[src/rtl/timer_dev_if.sv]
// CPU-side register bus of the countdown timer: word select, byte-enabled write, read data and interrupt line.
interface timer_dev_if;
  logic [1:0]  addr;
  logic        we;
  logic [3:0]  be;
  logic [31:0] din;
  logic [31:0] dout;
  logic        irq;

  modport master (output addr, output we, output be, output din, input dout, input irq);
  modport slave  (input addr, input we, input be, input din, output dout, output irq);
endinterface

[src/rtl/timer_dev.sv]
// timer_dev: memory-mapped countdown timer (CTRL/PRESET/COUNT) with a maskable pending interrupt.
// Define TIMER_AUTORELOAD_EN to let MODE=01 reload PRESET after each terminal count.
module timer_dev (
  input  logic       clk,
  input  logic       rst,
  timer_dev_if.slave bus
);

  typedef enum logic [1:0] {
    ST_IDLE = 2'd0,
    ST_LOAD = 2'd1,
    ST_CNT  = 2'd2,
    ST_INT  = 2'd3
  } state_e;

  state_e      state_q, state_d;
  logic        en_q, en_d;
  logic [1:0]  mode_q, mode_d;
  logic        im_q, im_d;
  logic        pend_q, pend_d;
  logic        irq_q, irq_d;
  logic [31:0] preset_q, preset_d;
  logic [31:0] count_q, count_d;

  logic        wr_ctrl_s;
  logic        wr_preset_s;
  logic        auto_s;

  function automatic logic [31:0] merge_bytes(input logic [31:0] old_v,
                                               input logic [31:0] new_v,
                                               input logic [3:0]  be_v);
    logic [31:0] res;
    res = old_v;
    for (int i = 0; i < 4; i++) begin
      if (be_v[i]) begin
        res[8*i +: 8] = new_v[8*i +: 8];
      end else begin
        res[8*i +: 8] = old_v[8*i +: 8];
      end
    end
    return res;
  endfunction

  assign wr_ctrl_s   = bus.we && (bus.addr == 2'd0) && bus.be[0];
  assign wr_preset_s = bus.we && (bus.addr == 2'd1);

`ifdef TIMER_AUTORELOAD_EN
  assign auto_s = (mode_q == 2'b01);
`else
  assign auto_s = 1'b0;
`endif

  // Sequencer: idle / load preset / count down / one-cycle terminal state.
  always_comb begin
    state_d = state_q;
    count_d = count_q;
    case (state_q)
      ST_IDLE: begin
        if (en_q) begin
          state_d = ST_LOAD;
        end else begin
          state_d = ST_IDLE;
        end
      end
      ST_LOAD: begin
        count_d = preset_q;
        state_d = ST_CNT;
      end
      ST_CNT: begin
        if (!en_q) begin
          state_d = ST_IDLE;
        end else if (count_q <= 32'd1) begin
          count_d = 32'd0;
          state_d = ST_INT;
        end else begin
          count_d = count_q - 32'd1;
        end
      end
      ST_INT: begin
        if (auto_s) begin
          state_d = ST_LOAD;
        end else begin
          state_d = ST_IDLE;
        end
      end
      default: begin
        state_d = ST_IDLE;
      end
    endcase
  end

  // Register file next state; a terminal count beats a same-cycle PEND clear, a CTRL write beats the one-shot EN clear.
  always_comb begin
    en_d     = en_q;
    mode_d   = mode_q;
    im_d     = im_q;
    pend_d   = pend_q;
    preset_d = preset_q;
    if (wr_ctrl_s) begin
      en_d   = bus.din[0];
      mode_d = bus.din[2:1];
      im_d   = bus.din[3];
    end else if ((state_q == ST_INT) && !auto_s) begin
      en_d = 1'b0;
    end else begin
      en_d = en_q;
    end
    if (state_q == ST_INT) begin
      pend_d = 1'b1;
    end else if (wr_ctrl_s) begin
      pend_d = 1'b0;
    end else begin
      pend_d = pend_q;
    end
    if (wr_preset_s) begin
      preset_d = merge_bytes(preset_q, bus.din, bus.be);
    end else begin
      preset_d = preset_q;
    end
    irq_d = pend_d & im_d;
  end

  // Read mux, combinational from the word select.
  always_comb begin
    bus.dout = 32'd0;
    case (bus.addr)
      2'd0:    bus.dout = {27'd0, pend_q, im_q, mode_q, en_q};
      2'd1:    bus.dout = preset_q;
      2'd2:    bus.dout = count_q;
      default: bus.dout = 32'd0;
    endcase
  end

  assign bus.irq = irq_q;

  // State registers with synchronous reset that overrides any write.
  always_ff @(posedge clk) begin
    if (rst) begin
      state_q  <= ST_IDLE;
      en_q     <= 1'b0;
      mode_q   <= 2'b00;
      im_q     <= 1'b0;
      pend_q   <= 1'b0;
      irq_q    <= 1'b0;
      preset_q <= 32'd0;
      count_q  <= 32'd0;
    end else begin
      state_q  <= state_d;
      en_q     <= en_d;
      mode_q   <= mode_d;
      im_q     <= im_d;
      pend_q   <= pend_d;
      irq_q    <= irq_d;
      preset_q <= preset_d;
      count_q  <= count_d;
    end
  end

endmodule

[src/flat_wrapper.sv]
// flat-port wrapper written by rule: the top's interface ports become plain ports
module timer_dev_flat 
  (clk, rst, bus_addr, bus_we, bus_be, bus_din, bus_dout, bus_irq);
  timer_dev_if bus_i ();
  input  logic clk;
  input  logic rst;
  input wire logic [$bits(bus_i.addr)-1:0] bus_addr;
  input wire logic [$bits(bus_i.we)-1:0] bus_we;
  input wire logic [$bits(bus_i.be)-1:0] bus_be;
  input wire logic [$bits(bus_i.din)-1:0] bus_din;
  output wire logic [$bits(bus_i.dout)-1:0] bus_dout;
  output wire logic [$bits(bus_i.irq)-1:0] bus_irq;
  assign bus_i.addr = bus_addr;
  assign bus_i.we = bus_we;
  assign bus_i.be = bus_be;
  assign bus_i.din = bus_din;
  assign bus_dout = bus_i.dout;
  assign bus_irq = bus_i.irq;
  timer_dev u_core (.clk(clk), .rst(rst), .bus(bus_i));
endmodule
[config.mk]
export PLATFORM = sky130hd
export DESIGN_NAME = timer_dev_flat
export DESIGN_NICKNAME = d
export VERILOG_FILES = /design/src/rtl/timer_dev_if.sv /design/src/rtl/timer_dev.sv /design/src/flat_wrapper.sv
export SDC_FILE = /design/constraint.sdc
export NUM_CORES = 1
export LEC_CHECK = 0
export CAP_MARGIN = 20
export CORE_MARGIN = 2
export CORE_UTILIZATION = 57
export DETAILED_ROUTE_END_ITERATION = 16
export MAX_ROUTING_LAYER = met4
export PLACE_DENSITY_LB_ADDON = 0.08
export RECOVER_POWER = 50
export SLEW_MARGIN = 20
export SYNTH_ARGS = -nofsm -noshare
export SYNTH_HDL_FRONTEND = slang
export SYNTH_SLANG_ARGS = --single-unit
[constraint.sdc]
create_clock -name clk -period 7.1 [get_ports clk]
set_clock_uncertainty 0.15 [all_clocks]
set_input_delay 0.71 -clock clk [delete_from_list [all_inputs] [get_ports clk]]
set_output_delay 0.71 -clock clk [all_outputs]
set_load 0.05 [all_outputs]
# [After elaboration in Yosys (flattened, before gate mapping)]
# Index checks and enable logic that the tools add are counted.
[word_totals] word_cells=46 in_bits=41 reg_bits=72
[op_classes] bitwise=1 eq_ne=7 muxes=13 reduce_logical=12 n_lt_le_gt_ge=1 addsub=1
[op_table] operator="$pmux 32 s3" count=1
[op_table] operator="$mux 32" count=2
[op_table] operator="$pmux 32 s2" count=1
[op_table] operator="$le 32x1->1 const B" count=1
[op_table] operator="$sub 32x1->32 const B" count=1
[op_table] operator="$reduce_and 2->1" count=5
[op_table] operator="$pmux 2 s4" count=1
[op_table] operator="$eq 2x2->1 const B" count=3
[op_table] operator="$mux 1" count=6
[op_table] operator="$eq 2x1->1 const B" count=2
[op_table] operator="$logic_not 2->1" count=2
[op_table] operator="$mux 2" count=2
[op_table] operator="$reduce_bool 2->1" count=2
[op_table] operator="$logic_and 1x1->1" count=3
[op_table] operator="$ne 3x3->1 const B" count=1
[op_table] operator="$ne 2x1->1 const B" count=1
[op_table] operator="$and 1x1->1" count=1

# [Depth between registers and ports, before layout]
# Gate-level depths: netlist of the first run.
[logic_depth] ltp_word=6 mapped_depth=8 depth_no_buf=8

# [Worst setup path after synthesis of the first run]
# Ideal clock, no wire load.
[synth_path] path_type="input to output" start="input port bus_addr[1]" end="output port bus_dout[0]" path_slack_ns=3.959 t_arrival_ns=2.281 cell_stages=6 cell_sequence="clkbuf_1 -> nor2b_1 -> clkbuf_1 -> buf_1 -> nand2_1 -> o21ai_0"
[synth_via] elab_chain_len=2 elab_cells_between_ends=4
[synth_rtl] element="start, declared" line="flat_wrapper.sv:7" source="input wire logic [$bits(bus_i.addr)-1:0] bus_addr;"
[synth_rtl] element="$eq 2x2->1, or another cell as far along" line="timer_dev.sv:126" source="case (bus.addr)"
[synth_rtl] element="$pmux 32 s3 *" line="timer_dev.sv:126"
[synth_rtl] element="end, declared" line="flat_wrapper.sv:11" source="output wire logic [$bits(bus_i.dout)-1:0] bus_dout;"
# Mark *: on every way between the ends. The rest lies on a longest branch, timed or not.

# [Worst setup path in the final report of the first run]
[layout_path] start="input port bus_addr[0]" end="output port bus_dout[0]"
# Same word-level chain as after synthesis.

==> results of run 1 <==
[through the flow]
stage	hold slack (ns)	power (µW)	instance area, µm²
floorplan	0.2857	473.8	4054
detailed placement	0.3170	513.8	4728
finish	0.3292	909.7	4930
global placement	0.2986	512.1	4728
CTS	0.3289	908.1	4974
global route	0.3520	931.7	4930
[layout make-up]
class                   count  share of cell area
multi-input cells         406              0.4756
flip-flops and latches     72              0.2924
repair buffers             77              0.1525
clock buffers              11             0.02868
well taps                  96             0.02437
clock inverters             5             0.02107
inverters                   7            0.005330
[how the worst max path moves through the flow]
stage | start | to | slack [ns] | depth (start not counted)
floorplan | bus_addr[1] | bus_dout[0] | 3.96 | 6
global placement | bus_addr[1] | bus_dout[11] | 2.75 | 4
detailed placement | bus_addr[1] | bus_dout[11] | 2.66 | 4
CTS | bus_addr[1] | bus_dout[12] | 2.65 | 4
global route | bus_addr[0] | bus_dout[0] | 1.97 | 6
finish | bus_addr[0] | bus_dout[0] | 2.17 | 6
[metal layers]
| layer | global-route usage | part of all wire |
|---|---|---|
| met3 | 0.04757 | 0.088 |
| met1 | 0.4873 | 0.43 |
| met5 | - | 0 |
| met2 | 0.5373 | 0.45 |
| met4 | 0.1543 | 0.027 |
[synth_stat cells, drive strengths merged, types with 3 or more instances]
library cell,number
or4,7
a32oi,3
o21ai,23
or3,5
a21oi,55
nor2b,5
buf,8
mux2i,8
nor4,8
a31oi,17
a32o,5
nor2,30
inv,7
a22o,27
o31ai,3
nand3,21
nand4,7
nand2,107
nor3,18
and3,11
o22ai,10
clkbuf,29
dfxtp,72
[kinds of logic after synthesis]
family                   share of synthesized area
AND/OR/NAND/NOR                             0.2861
AO/OA/AOI/OAI                               0.2701
flip-flops                                  0.3556
buffers and inverters                      0.05740
multiplexers                               0.02253
adder cells (fa/ha/maj)                   0.006172
XOR/XNOR                                  0.002161
[power by group]
| part | total (µW) | internal, µW | leakage (µW) | switching [µW] |
|---|---|---|---|---|
| clock network | 405 | 243 | 0.000124 | 161 |
| logic | 89.2 | 36.8 | 0.00108 | 52.4 |
| registers | 416 | 409 | 0.000581 | 6.98 |
[cells in the final DEF, fill, tap and decap left out, drive strengths merged, types with 3 or more instances in the layout]
| master | synthesis | layout |
|---|---|---|
| a32oi | 3 | 3 |
| bufinv | 0 | 3 |
| a31oi | 17 | 17 |
| or3 | 5 | 5 |
| dlygate4sd3 | 0 | 3 |
| nor2 | 30 | 30 |
| nor4 | 8 | 8 |
| nand2 | 107 | 107 |
| dfxtp | 72 | 72 |
| nor2b | 5 | 5 |
| o31ai | 3 | 3 |
| nor3 | 18 | 18 |
| and3 | 11 | 11 |
| inv | 7 | 7 |
| or4 | 7 | 7 |
| clkdlybuf4s50 | 0 | 69 |
| nand4 | 7 | 7 |
| o21ai | 23 | 23 |
| clkbuf | 29 | 12 |
| nand3 | 21 | 21 |
| mux2i | 8 | 8 |
| o22ai | 10 | 10 |
| a22o | 27 | 27 |
| a21oi | 55 | 55 |
| buf | 8 | 4 |
| a32o | 5 | 5 |
[critical path, stage by stage]
cell	delay, ns
dlygate4sd3_1	0.72
nor2b_1	0.17
clkbuf_1	1.31
nand2_1	0.10
o21ai_0	0.16
clkdlybuf4s50_1	0.88
[sequential cells by signal, indices dropped and copies added, names as in the netlist]
name             flops
u_core.state_q       2
u_core.preset_q     32
u_core.count_q      32
u_core.en_q          1
u_core.pend_q        1
u_core.im_q          1
u_core.mode_q        2
u_core.bus.irq       1
==> run metrics, run 1 <==
Seq cells post-synth 72; Hold Crit Start u_core.mode_q[0]; DRT iter0 DRCs about 480; num rows 30; hold path depth 2; first-pass GRT wire length 20980 µm; Netlist Area Pre-Place about 0.004 mm²; Final Hold Vio Count 0; Hold Path Sink u_core.mode_q[0]; Setup TNS Final 0 ns; Root Driver clkbuf_8; failing checks capacitance limit, slew limit; Synth Flop Type dfxtp_1; layout cells sized above 1 0.05536; Clock Path Buffers 2; IO Pins 74; Slew headroom -0.2099; Nets approximately 600; Die Y 88.34 µm; CP max FO 40; Sink Count 72; Fill cells 568; largest net degree at the start of global routing between 60 and 70; final wirelength 13050 µm; via count 4427; pwr/cell area approximately 180 mW/mm²; leakage between 0.0015 and 0.002 µW; FF-to-FF End u_core.count_q[23]; post-route antenna net violation count 0; Die ar. between 0.007 and 0.008 mm²; vias in the first global route between 4000 and 5000; post-cts hold buffer count 0; Worst Tran Pin Value 1.808 ns; Hold Path Class flop to flop; PortBufs 73; Mapped Nets about 570; final setup margin 2.171 ns; Clock Latency Late Sink between 0.3 and 0.4 ns; hpwl dp roughly 9000 µm; number of flops mapped to enable cells by yosys 0; post-CTS sizing 0; Worst-path clk slew around 0.080 ns; core area 0.006832 mm²; share of the synthesized area in the top cell type 0.3556; drt first pass iters 6; Syn-to-layout area delta 21.60%; kind of critical path input port to output port; starting density of the core 0.5934; area leader, netlist dfxtp_1; routability congestion estimate 0.9531; peak supply drop 0.1223 mV; Inserted Clock Buffers 9; H-tree levels 3; antenna cells 0; Inst Count DP 658; Peak Freq 202.9 MHz; synth warn 0; unrepaired setup endpoints after global routing no; DRC Markers 0; Layout Cells excl Fill just under 700; RR Startpoint u_core.count_q[11]; Tcrit/Tclk final 0.6942; Syn Inst Count about 520; total gr overflow 0; FF/Latch Area 0.001441 mm²; most area-consuming cells after synthesis dfxtp_1 36%, nand2_1 9.9%, a21oi_1 6.8%, a22o_1 5.6%, a31oi_1 2.6%; synthesized area per cell between 7 and 8 µm²; CTS tree done; Startpoint Class input port; initial antenna violation count 0; WL per Instance 19.36 µm; reg2reg setup slack 2.52 ns; total global-route track usage 0.3591; fin crit period 4.929 ns; multi-input logic area ~0.0023 mm²; Worst setup EP type output port; Max Slew Vio Count 90; worst slack at placement 2.658 ns; ys async rst share 0; Via-to-Cell Ratio 6.568; sequential element share of the synthesized area 0.3556; final core occ 0.7216; max cap viols 4; final setup fails 0; Critical Path AT 4.07 ns; setup repair bufs after CTS 0; Die Wd 88.34 µm; Yosys cell types between 60 and 70; status finished, violations left; worst path required time between 6 and 7 ns; Reg2Reg Depth 6
Power figures use the tool's default switching activity.
==> run 2, diff against run 1 <==
--- a/config.mk
+++ b/config.mk
@@ -7,7 +7,7 @@
 export LEC_CHECK = 0
 export CAP_MARGIN = 20
 export CORE_MARGIN = 2
-export CORE_UTILIZATION = 57
+export CORE_UTILIZATION = 48
 export DETAILED_ROUTE_END_ITERATION = 16
 export MAX_ROUTING_LAYER = met4
 export PLACE_DENSITY_LB_ADDON = 0.08
==> constraint.sdc (replaced) <==
create_clock -name clk -period 4.16 [get_ports clk]
set_clock_uncertainty 0.15 [all_clocks]
set_input_delay 0.416 -clock clk [delete_from_list [all_inputs] [get_ports clk]]
set_output_delay 0.416 -clock clk [all_outputs]
set_load 0.05 [all_outputs]
==> run metrics, run 2 (synthesis gave the netlist of run 1 again) <==
met1 Track Usage GR 0.4354 (was 0.4873); H-tree levels 3 (unchanged); worst path required time 4.25 ns (was 6.24 ns); max cap viols 1 (was 4); commonest cells after routing, fill and taps aside 107 x nand2_1, 72 x dfxtp_1, 69 x clkdlybuf4s50_1 (unchanged); commonest non-fill, non-tap cell in the layout nand2_1 (unchanged); Die Y 95.90 µm (was 88.34 µm); Root Driver clkbuf_8 (unchanged); largest registers u_core.count_q: 32 flops, u_core.preset_q: 32 flops (unchanged); CTS tree done (unchanged); Slew headroom -0.05379 (was -0.2099); via count 4285 (was 4427); fin crit period 3.531 ns; peak supply drop 0.1387 mV (was 0.1223 mV); post-cts hold buffer count 0 (unchanged); pwr/cell area 276.1 mW/mm² (was 184.5 mW/mm²); Die ar. 0.009197 mm² (was 0.007803 mm²); post-route antenna net violation count 0 (unchanged); Final Hold Vio Count 0 (unchanged); WL per Instance 18.83 µm (was 19.36 µm); Worst setup EP type flop (was output port); core area 0.008217 mm² (was 0.006832 mm²); Sink Count 72 (unchanged); Startpoint Class flop (was input port); Clock Latency Late Sink 0.34 ns (was 0.35 ns); layout cells sized above 1 0.06175 (was 0.05536); Setup TNS Final 0 ns (unchanged); Nets 621 (was 616); DRT iter0 DRCs 389 (was 482); Peak Freq between 200 and 300 MHz; IO Pins 74 (unchanged); met3 usage 0.04855 (was 0.04757); hold path depth 2 (unchanged); Critical Path AT 3.62 ns (was 4.07 ns); met2 Track Usage GR 0.4272 (was 0.5373); leakage 0.001765 µW (was 0.001785 µW); post-CTS sizing 0 (unchanged); Tcrit/Tclk final 0.8487; final wirelength 12950 µm (was 13050 µm); Fill cells 782 (was 568); Hold Path Class flop to flop (unchanged); setup repair bufs after CTS 0 (unchanged); Via-to-Cell Ratio 6.228 (was 6.568); total gr overflow 0 (unchanged); final setup fails 0 (unchanged); unrepaired setup endpoints after global routing no (unchanged); Inserted Clock Buffers 9 (unchanged); Die Wd 95.90 µm (was 88.34 µm); DRC Markers 0 (unchanged); CP max FO 17 (was 40); num rows 33 (was 30); status finished, violations left (unchanged); Max Slew Vio Count 22 (was 90); Worst-path clk slew 0.08 ns (about the same); Reg2Reg Depth 7 (was 6); initial antenna violation count 0 (unchanged); hpwl dp 8979 µm (was 8962 µm); final setup margin 0.6293 ns (was 2.171 ns); routability congestion estimate 0.9413 (was 0.9531); starting density of the core 0.4934 (was 0.5934); worst slack at placement 0.8686 ns (was 2.658 ns); drt first pass iters 5 (was 6); Clock Path Buffers 2 (unchanged); Most Crowded Layer GR met1 (was met2); failing checks capacitance limit, slew limit (unchanged); crit path from u_core.count_q[11] (was bus_addr[0]); Worst Tran Pin Value 1.575 ns (was 1.808 ns); total global-route track usage 0.2953 (was 0.3591); largest net degree at the start of global routing 61 (was 62); antenna cells 0 (unchanged); kind of critical path flop to flop (was input port to output port); first-pass GRT wire length 20060 µm (was 20980 µm); vias in the first global route 3669 (was 4198); RR Startpoint u_core.count_q[11] (unchanged); Hold Crit Start u_core.mode_q[1] (was u_core.mode_q[0]); PortBufs 73 (unchanged); Syn-to-layout area delta 20.80% (was 21.60%)
run 2: worst paths after layout:
| kind | endpoint | slack [ns] |
|---|---|---|
| max reg2reg | u_core.count_q[23] | 0.63 |
| min reg2reg | u_core.mode_q[1] | 0.31 |
| min | u_core.mode_q[1] | 0.31 |
| max | u_core.count_q[23] | 0.63 |
run 2: layout make-up:
cell class                 instances  area, µm²  area share
sequential                        72       1441      0.2943
inverter                           7      26.28    0.005365
timing repair buffer              82      789.5      0.1612
clock inverter                     5      33.78    0.006898
multi-input combinational        406       2344      0.4785
tap                              105      131.4     0.02683
clock buffer                      11      131.4     0.02683
run 2: worst max-delay path: stages, from the launching register on:
cell,delay (ns)
dfxtp_1,0.39
nor4_1,0.65
nand4_1,0.49
nor4_4,0.68
nor2_1,0.32
buf_4,0.30
a32o_1,0.24
a32o_1,0.19
run 2: metal layers:
layer / part of all wire / wire, µm
met5: 0 / 0
met4: 0.0071 / 92
met3: 0.079 / 1024
met2: 0.44 / 5684
met1: 0.47 / 6153
run 2: report_power, final:
group          total, µW  switching, µW  internal, µW
Combinational        155           90.5          64.8
Sequential           710           12.2           697
Clock                487            271           216
run 2: through the flow:
step	util	hold WS, ns	instances	power [µW]	area, µm²
4_1_cts	0.6015	0.3130	688	1363	4942
5_1_grt	0.5960	0.3393	688	1400	4897
3_3_place_gp	0.5814	0.2969	672	878.9	4777
6_report	0.5960	0.3132	688	1352	4897
3_5_place_dp	0.5814	0.3025	672	880.1	4777
2_1_floorplan	-	0.2857	523	808.7	4054
